**src/rtl/p_narrow_pkg.sv**
```systemverilog
// Shared types and helpers for the p_narrow_tx width-down transmitter.
package p_narrow_pkg;

    typedef enum logic {
        IDLE = 1'b0,
        SEND = 1'b1
    } state_t;

    // A single-beat word still needs a 1-bit index so the counter has a port.
    function automatic int idx_width(input int ratio);
        return (ratio > 1) ? $clog2(ratio) : 1;
    endfunction

endpackage

```
**src/rtl/p_narrow_tx_beat_cnt.sv**
```systemverilog
// Beat index counter: clears on load, counts up to MAX-1 and holds there.
module p_beat_cnt
    import p_narrow_pkg::*;
#(
    parameter int MAX = 4,
    localparam int CW = idx_width(MAX)
) (
    input  logic          clk,
    input  logic          rst_n,
    input  logic          clr,
    input  logic          inc,
    output logic [CW-1:0] cnt,
    output logic          at_max
);

    assign at_max = (cnt == CW'(MAX - 1));

    always_ff @(posedge clk or negedge rst_n) begin
        if (!rst_n) begin
            cnt <= '0;
        end else if (clr) begin
            cnt <= '0;
        end else if (inc && !at_max) begin
            cnt <= cnt + CW'(1);
        end
    end

endmodule

```
**src/rtl/p_narrow_tx.sv**
```systemverilog
// Width-down transmitter: one WIDTH*RATIO word in, RATIO WIDTH-bit beats out.
// Define P_NARROW_TX_MSB_FIRST_EN to emit the most significant beat first.
//
// state | meaning
// IDLE  | no word held; in_ready=1, out_valid=0
// SEND  | presenting beat[idx] of the buffered word; out_last on idx==RATIO-1
module p_narrow_tx
    import p_narrow_pkg::*;
#(
    parameter int WIDTH = 4,
    parameter int RATIO = 4
) (
    input  logic                   clk,
    input  logic                   rst_n,
    input  logic                   in_valid,
    output logic                   in_ready,
    input  logic [WIDTH*RATIO-1:0] in_data,
    output logic                   out_valid,
    input  logic                   out_ready,
    output logic [WIDTH-1:0]       out_data,
    output logic                   out_last
);

    localparam int IW = idx_width(RATIO);

    generate
        if (WIDTH < 1 || RATIO < 1) begin : g_bad_param
            $error("p_narrow_tx: WIDTH and RATIO must both be >= 1");
        end
    endgenerate

    state_t                   state, state_nxt;
    logic [WIDTH*RATIO-1:0]   word_q;
    logic [IW-1:0]            idx;
    logic                     at_max;
    logic                     load;
    logic                     beat_done;
    logic [WIDTH-1:0]         beat;

    assign load      = in_valid && in_ready;
    assign out_valid = (state == SEND);
    assign beat_done = out_valid && out_ready;
    assign out_last  = out_valid && at_max;
    assign out_data  = out_valid ? beat : '0;

    p_beat_cnt #(
        .MAX (RATIO)
    ) u_beat_cnt (
        .clk    (clk),
        .rst_n  (rst_n),
        .clr    (load),
        .inc    (beat_done),
        .cnt    (idx),
        .at_max (at_max)
    );

    always_ff @(posedge clk or negedge rst_n) begin
        if (!rst_n) begin
            state  <= IDLE;
            word_q <= '0;
        end else begin
            state <= state_nxt;
            if (load) begin
                word_q <= in_data;
            end
        end
    end

    // in_ready is gated by rst_n so nothing is offered as accepted during reset.
    always_comb begin
        state_nxt = state;
        in_ready  = 1'b0;
        case (state)
            IDLE: begin
                in_ready = rst_n;
                if (in_valid) begin
                    state_nxt = SEND;
                end
            end
            SEND: begin
                in_ready = rst_n && out_ready && at_max;
                if (out_ready && at_max && !in_valid) begin
                    state_nxt = IDLE;
                end
            end
            default: state_nxt = IDLE;
        endcase
    end

    always_comb begin
        beat = '0;
        for (int k = 0; k < RATIO; k++) begin
            if (idx == IW'(k)) begin
`ifdef P_NARROW_TX_MSB_FIRST_EN
                beat = word_q[(RATIO-1-k)*WIDTH +: WIDTH];
`else
                beat = word_q[k*WIDTH +: WIDTH];
`endif
            end
        end
    end

endmodule

```
**config.mk**
```make
export PLATFORM = sky130hd
export DESIGN_NAME = p_narrow_tx
export DESIGN_NICKNAME = d
export VERILOG_FILES = /design/src/rtl/p_narrow_pkg.sv /design/src/rtl/p_narrow_tx_beat_cnt.sv /design/src/rtl/p_narrow_tx.sv
export SDC_FILE = /design/constraint.sdc
export NUM_CORES = 1
export LEC_CHECK = 0
export CAP_MARGIN = 20
export CORE_ASPECT_RATIO = 0.7
export CORE_MARGIN = 2
export CORE_UTILIZATION = 42
export DETAILED_ROUTE_END_ITERATION = 10
export PLACE_DENSITY = 0.74
export SYNTH_ARGS = -nofsm -noshare
export SYNTH_HDL_FRONTEND = slang
export SYNTH_SLANG_ARGS = --single-unit
export TNS_END_PERCENT = 100
```
**constraint.sdc**
```tcl
create_clock -name clk -period 1.4 [get_ports clk]
set_input_delay 0.21 -clock clk [delete_from_list [all_inputs] [get_ports clk]]
set_output_delay 0.21 -clock clk [all_outputs]
set_load 0.03 [all_outputs]
```
==> Word level (Yosys, flattened, before mapping) <==
Index checks and enable logic that the tools add are counted.
{ "totals": {"ff_bits": 19, "inputBits": 20, "wordCells": 31} }
{ "op_classes": {"n_addsub": 1, "n_eq_ne": 3, "muxes": 11, "n_bitwise": 1, "n_reduce_logical": 12} }
{ "op_table": {"columns": ["operator", "n"], "rows": [
  ["2-to-1 mux 4 bit", 5],
  ["logical AND 1 bit", 8],
  ["== test 2 bit, second input constant", 2],
  ["2-to-1 mux 2 bit", 2],
  ["one-hot mux 1 bit (2 select lines)", 2],
  ["adder 2 x 1 -> 2 bit, second input constant", 1],
  ["== test 2 x 1 -> 1 bit, second input constant", 1],
  ["zero test 1 bit", 2],
  ["zero test 2 bit", 1],
  ["2-to-1 mux 1 bit", 2],
  ["nonzero test 2 bit", 1],
  ["inverter 1 bit", 1]
]} }

==> Logic depth before layout (Yosys ltp) <==
Gate-level depths: netlist of the first run.
{ "logic_depth": {"ltp_word": 6, "depth_mapped": 5, "depth_no_buf": 5} }

==> Cells and area by module <==
Synthesis of the first run repeated with hierarchy kept, for this count alone.
{ "unflattened": {"cells_unflattened": 66, "hier_area_um2": 967.2} }
{ "modules_own_cells": {"columns": ["mod", "n_inst", "cells_each", "area_each_um2"], "rows": [
  ["p_narrow_tx", 1, 56, 843.3],
  ["p_beat_cnt", 1, 10, 123.9]
]} }

==> Worst setup path after synthesis of the first run <==
Ideal clock, no wire load.
{ "synth_timing": {"path_kind": "register -> output", "from": "register u_beat_cnt.cnt[1]", "to": "output out_data[0]", "arrival_ns": 1.464, "t_required_ns": 1.190, "slack_ns": -0.274, "stages_incl_launch_ff": 5, "cell_sequence": "dfrtp_1 > ha_1 > and2_1 > clkbuf_1 > o2bb2ai_1"} }
{ "synth_via": {"elab_chain_cells": 6, "word_cells_on_any_way": 9, "classes_between": "eq/ne: 3; mux: 5; reduce/logical: 1"} }
{ "synth_rtl": {"columns": ["element", "line_no", "rtl"], "rows": [
  ["from (decl)", "p_narrow_tx_beat_cnt.sv:12", "output logic [CW-1:0] cnt,"],
  ["from (signal assigned)", "p_narrow_tx_beat_cnt.sv:24", "cnt <= cnt + CW'(1);"],
  ["zero test 2 bit", "p_narrow_tx.sv:93", "if (idx == IW'(k)) begin"],
  ["2-to-1 mux 4 bit (3 in a row)", "p_narrow_tx.sv:93", null],
  ["2-to-1 mux 4 bit (*)", "p_narrow_tx.sv:93", null],
  ["2-to-1 mux 4 bit (*)", "p_narrow_tx.sv:44", "assign out_data = out_valid ? beat : '0;"],
  ["to (decl)", "p_narrow_tx.sv:20", "output logic [WIDTH-1:0] out_data,"]
]} }
Every way passes the cells marked *; elsewhere a longest branch is shown, timed or not.

==> Worst setup path after layout of the first run <==
{ "layout_timing": {"from": "register u_beat_cnt.cnt[1]", "to": "output out_data[3]"} }
Same word-level chain as after synthesis.

==> results of run 1 <==
[routing by layer]
metal / track usage (%) / routed length (um)
met5: 0 / 0
met3: 5.56 / 155
met4: 5.11 / 19
met1: 25.6 / 1060
met2: 31.4 / 1160
[kinds of logic (layout without fill, tap and decap cells)]
family          Yosys count  count (layout)
fa+ha+maj                 4               4
xor+xnor                  1               1
simple gates             12              12
flops                    19              19
compound gates           14              14
buf+inv                   5              50
mux                      16              16
[through the flow]
stage	setup slack, ns	utilization, %
6_report	-0.510	76.7
5_1_grt	-0.574	76.7
4_1_cts	-0.491	73.0
3_5_place_dp	-0.211	66.9
3_3_place_gp	-0.183	66.9
2_1_floorplan	-0.0428	-
[timing repair]
action | 4_1_cts | 5_1_grt
buffers inserted | 1 | 2
gates resized for setup | 19 | 12
endpoints found under the hold margin | 0 | 0
endpoints found under the setup margin | 23 | 25
gates cloned | 0 | 1
pin swaps | 3 | 7
[worst max-delay path by stage]
stage,startpoint,endpoint,cells after the start
after CTS,u_beat_cnt.cnt[1],out_data[2],7
after detailed placement,u_beat_cnt.cnt[0],out_data[1],6
after floorplan,u_beat_cnt.cnt[0],word_q[10],5
final,u_beat_cnt.cnt[1],out_data[3],6
after global placement,u_beat_cnt.cnt[0],out_data[3],6
after global routing,u_beat_cnt.cnt[1],out_data[3],6
[layout by cell type, fill, tap and decap left out, drive strengths merged]
cell type	n
buf	22
clkdlybuf4s50	19
dfrtp	19
mux2	16
clkbuf	5
o21ai	4
a221oi	4
o2bb2ai	4
ha	4
inv	3
nor2b	3
nand2	2
nor2	2
and2	1
a21boi	1
and2b	1
or2	1
nand3b	1
xnor2	1
nand3	1
a21oi	1
dlygate4sd2	1
[power breakdown]
part | internal, mW | leakage, nW | switching (mW)
Combinational | 1.37 | 0.472 | 1.14
Sequential | 0.815 | 0.227 | 0.266
Clock | 0.112 | 0.0150 | 0.183
Total | 2.30 | 0.714 | 1.59
[registers in the layout, indices dropped and copies added (netlist names)]
| name | flops |
|---|---|
| u_beat_cnt.cnt | 2 |
| word_q | 16 |
| out_valid | 1 |
[synthesized netlist by cell type]
cell / n / area (sq um)
clkbuf_1: 1 / 3.75
or2_2: 1 / 6.26
nand3b_1: 1 / 7.51
xnor2_1: 1 / 8.76
o21ai_0: 4 / 20.0
mux2_4: 8 / 120
inv_1: 3 / 11.3
a21oi_1: 1 / 5.00
nor2_8: 1 / 20.0
dfrtp_1: 19 / 475
ha_1: 4 / 50.1
nor2b_1: 3 / 18.8
and2_1: 1 / 6.26
buf_12: 1 / 20.0
o2bb2ai_1: 4 / 35.0
nor2_1: 1 / 3.75
a221oi_1: 4 / 35.0
and2b_1: 1 / 7.51
a21boi_4: 1 / 18.8
nand2_1: 2 / 7.51
mux2_2: 8 / 90.1
nand3_1: 1 / 5.00
[cell type report]
type | instances | share of cell area, %
multi-input cells | 47 | 40.0
flip-flops and latches | 19 | 28.7
repair buffers | 43 | 26.7
well taps | 32 | 2.40
clock buffers | 4 | 1.58
inverters | 3 | 0.676
==> flow_summary.yaml, run 1 <==
grt:
  grt_use_total_pct: 19.4
  grt_pass1_wl_um: 3790
  grt_max_degree: 21
  first_global_vias: 794
  grt_overflow: 0
  grt_antenna_before_repair: 0
place:
  dp.cells: 140
  portBuffers: 26
  gp_congestion: 0.713
  place_hpwl_um: 1560
  dpl-instance-area_sq_mm: 0.00145
min_path:
  hold_path_class: "in2async"
floorplanning:
  die_h_um: 44.3
  dieArea_sq_mm: 0.00273
  core_sq_mm: 0.00217
  initial_core_util_pct: 44.9
  die_x_um: 61.6
  io_pins: 27
  std_cell_rows: 14
drt:
  wl_per_cell_um: 16.2
  viasPerCell: 4.95
  vias: 732
  drt_wl_total_um: 2400
  dr.pass1.iters: 3
  ant_nets: 0
  drtIter0Drc: 30
  drcViolationCount: 0
timing:
  whs_ns: 0.249
  relSlewSlack_pct: 79.7
  hold_viol_final: 0
  period_share_pct: 136
  maxSlewViolCount: 0
  max_slew.worst_pin.slew_ns: 0.306
  fin_worst_skew_ns: 0.00717
  fmax_mhz: 524
  period_minus_slack_ns: 1.91
  finalSetupViolations: 25
  grt_setup_unrepaired: "yes"
  tns_ns: -8.55
  setup_ws_ns: -0.510
power:
  p_total_mw: 3.89
  powerDensity_mw_per_mm2: 2330
  power_leakage_nw: 0.714
  ir_drop_mv: 1.39
worst_setup_path:
  r2r_setup_slack_ns: -0.36
  timing.rr.start: "u_beat_cnt.cnt[0]"
  crit_family: "compound AO/OA/AOI/OAI gates"
  crit_type: "reg2out"
  crit_slowest_cell: "dfrtp_1"
  worst-path-max-fanout: 4
  cpMostUsedCell: "buf_6"
  path_buf_inv: 3
  crit_path_end_kind: "output port"
  cpPeakStageDelay_ns: 0.41
  startpoint_type: "flip-flop"
  worstPathCellList: "inv_2 -> ha_4 -> buf_6 -> a221oi_4 -> o2bb2ai_4 -> buf_6"
  required_ns: 1.19
  cp.arrival_ns: 1.70
  r2r_end: "word_q[9]"
  r2r_cells: 8
layout:
  fin_cells: 148
  num_antenna_cells: 0
  synthToLayoutAreaGrowth_pct: 70.6
  drive_gt1_share_pct: 60.3
  stdcell_area_sq_mm: 0.00167
  seq_area_sq_um: 478
  fin_nets: 141
  multi_input_area_sq_um: 666
  nFillCells: 137
job:
  maxCapViolations: 0
clock_tree:
  clkTransAtPathRegs_ns: 0.11
  cts_tree: "yes"
  ctsHtreeMaxLevel: 1
  clock_latency_ns: 0.32
  cts_buffer_depth: 2
  postCtsHoldBufs: 0
  cts_buffers: 3
  cts.sinks: 19
  root_buffer: "clkbuf_4"
yosys:
  synth_fa_ha_area_share_pct: 5.13
  yosysUniqueCellTypes: 22
  syn_area_per_cell_sq_um: 13.7
  syn_area_sq_um: 976
  yosysWarnings: 0
  synth-compound-area-share_pct: 11.7
  ys_seq_area_share_pct: 48.7
  syn_inst: 71
  synth_xor_area_share_pct: 0.897
  syn_nets: 95
  synth-seq-cells: 19
  synth_top_family_by_area: "multiplexers"
  synth-simple-area-share_pct: 8.46
  synthMuxAreaShare_pct: 21.5
run_status:
  status: "finished, violations left"
  violations: "setup timing"
(Power assumes the default switching activity.)
==> inputs of run 2 (changes only) <==
ABC_AREA = 1   (was not set)
CORE_UTILIZATION = 50   (was 42)
PLACE_DENSITY = 0.81   (was 0.74)
clock period = 2.2 ns   (was 1.4 ns; I/O delays follow)
==> run 2 against run 1 <==
Critical path type unchanged; worst hold slack improved by 0.13 ns; clock power shrank 37%; cell count increased by 27%; area after synthesis up 8.6%; sequential share of layout area rose by 6.5 points; die area down 8.1%; synthesized cell count is 89% higher; design area shrank 19%; the flow now finishes without violations; flip-flop and latch count is the same.
==> flow_summary.yaml, run 2 <==
place:
  gp_congestion: 0.889
  dp.cells: 181
  dpl-instance-area_sq_mm: 0.00132
  portBuffers: 26
  place_hpwl_um: 1830
yosys:
  syn_inst: 134
  synth.top_cell.area_share_pct: 44.9
  netlist_top_cells_area: "dfrtp_1, nand2_1, nand3_1, ha_1, inv_1"
  syn_area_sq_mm: 0.00106
  synthFlopType: "dfrtp_1"
  yosys.area.top_type: "dfrtp_1"
  synth_edf_count: 0
  async_reset_ff_share_pct: 100
  synth-seq-cells: 19
  ys_seq_area_share_pct: 44.9
  yosys-top-cells-count: "nand2_1, nand3_1, dfrtp_1"
  syn_area_per_cell_sq_um: 7.91
  yosysWarnings: 0
  yosysUniqueCellTypes: 17
  syn_nets: 158
  synth.most_common_cell: "nand2_1"
layout:
  synthToLayoutAreaGrowth_pct: 27.4
  nFillCells: 171
  final_core_util_pct: 70.3
  regMostFlops: "word_q"
  layout_common_cells: "nand2_1, nand3_1, clkdlybuf4s50_1"
  final_common_cell: "nand2_1"
  num_antenna_cells: 0
  stdcell_area_sq_mm: 0.00135
  fin_nets: 191
  largest_register_ffs: 16
  fin_cells: 188
  drive_gt1_share_pct: 12.7
floorplanning:
  die_h_um: 42.5
  die_x_um: 59.0
  io_pins: 27
  initial_core_util_pct: 55.2
  std_cell_rows: 13
  core_sq_mm: 0.00192
  dieArea_sq_mm: 0.00251
drt:
  drcViolationCount: 0
  wl_per_cell_um: 13.9
  vias: 990
  drt_wl_total_um: 2620
  ant_nets: 0
  viasPerCell: 5.27
  drtIter0Drc: 24
  dr.pass1.iters: 4
timing:
  tns_ns: 0
  finalSetupViolations: 0
  relSlewSlack_pct: 75.0
  fin_worst_skew_ns: 0.0101
  fmax_mhz: 489
  period_minus_slack_ns: 2.05
  hold_viol_final: 0
  maxSlewViolCount: 0
  grt_setup_unrepaired: "no"
  max_slew.worst_pin.slew_ns: 0.375
  period_share_pct: 93.0
worst_setup_path:
  crit_path_end_kind: "output port"
  worst-path-max-fanout: 5
  required_ns: 1.87
  cp.arrival_ns: 1.72
  crit_type: "reg2out"
  startpoint_type: "flip-flop"
clock_tree:
  cts_buffer_depth: 2
  cts.sinks: 19
  cts_buffers: 3
  postCtsHoldBufs: 0
  ctsHtreeMaxLevel: 1
  clkTransAtPathRegs_ns: 0.11
  clock_latency_ns: 0.31
  root_buffer: "clkbuf_4"
  cts_tree: "yes"
min_path:
  hold_path_class: "in2async"
power:
  ir_drop_mv: 0.710
  power_leakage_nw: 0.727
  powerDensity_mw_per_mm2: 1330
  p_total_mw: 1.79
job:
  maxCapViolations: 0
grt:
  grt_pass1_wl_um: 4410
  grt_max_degree: 21
  grt_overflow: 0
  grt_antenna_before_repair: 0
  first_global_vias: 962
  grt_use_total_pct: 23.2
run_status:
  status: "completed"
[run 2: layer usage]
layer | routed length [um] | global-route usage (%) | part of all wire [%] | vias to the layer above
met5 | 0 | 0 | 0 | -
met4 | 23 | 6.82 | 0.88 | 0
met3 | 192 | 6.79 | 7.3 | 4
met2 | 1190 | 34.4 | 45 | 34
met1 | 1210 | 32.4 | 46 | 460
li1 | - | - | - | 492
[run 2: logic make-up (layout without fill, tap and decap cells)]
kind of cell    count (synthesis)  count (layout)  share of synthesized area, %
compound gates                 13              13                          6.49
fa+ha+maj                       4               4                          4.72
buf+inv                        19              51                          9.92
flops                          19              19                          44.9
simple gates                   79              79                          34.0
[run 2: worst paths after layout]
path	from	end	slack, ns	cells past startpoint
max	u_beat_cnt.cnt[1]	out_data[0]	0.15	7
min	rst_n	word_q[3]	0.38	2
max reg2reg	u_beat_cnt.cnt[0]	word_q[13]	0.60	7
min reg2reg	word_q[7]	word_q[7]	0.50	2
max in group asynchronous	rst_n	word_q[10]	1.60	2
min in group clk	word_q[7]	word_q[7]	0.50	2
[run 2: critical path, cell delays in order, from the launching register on]
cell and delay [ns]:
dfrtp_1 0.44, inv_1 0.09, ha_1 0.23, inv_1 0.11, nand2_1 0.09, nand3_1 0.06, a21oi_1 0.15, clkbuf_2 0.23
[run 2: metrics by stage]
step | setup slack, ns | hold slack [ns]
after floorplan | 0.512 | 0.0344
after global placement | 0.0767 | 0.459
after detailed placement | 0.0623 | 0.467
after CTS | 0.00153 | 0.392
after global routing | 0.0309 | 0.398
final | 0.153 | 0.376
[run 2: final cells by class]
| type | instances | area (sq um) | area share [%] |
|---|---|---|---|
| multi-input cells | 96 | 479 | 35.5 |
| flip-flops and latches | 19 | 475 | 35.2 |
| repair buffers | 33 | 289 | 21.4 |
| inverters | 14 | 52.6 | 3.89 |
| well taps | 22 | 27.5 | 2.04 |
| clock buffers | 4 | 26.3 | 1.95 |
[run 2: what timing repair did]
action | CTS | global route
setup endpoints to repair | 5 | 5
cloned | 0 | 0
buffers inserted | 0 | 3
resized for setup | 6 | 7
pin swaps | 0 | 1
[run 2: where the power goes]
group	total [mW]	internal, mW	switching, mW	leakage [nW]
registers	0.633	0.511	0.122	0.231
logic	0.974	0.351	0.623	0.481
clock network	0.185	0.0709	0.114	0.0150
total	1.79	0.933	0.858	0.727
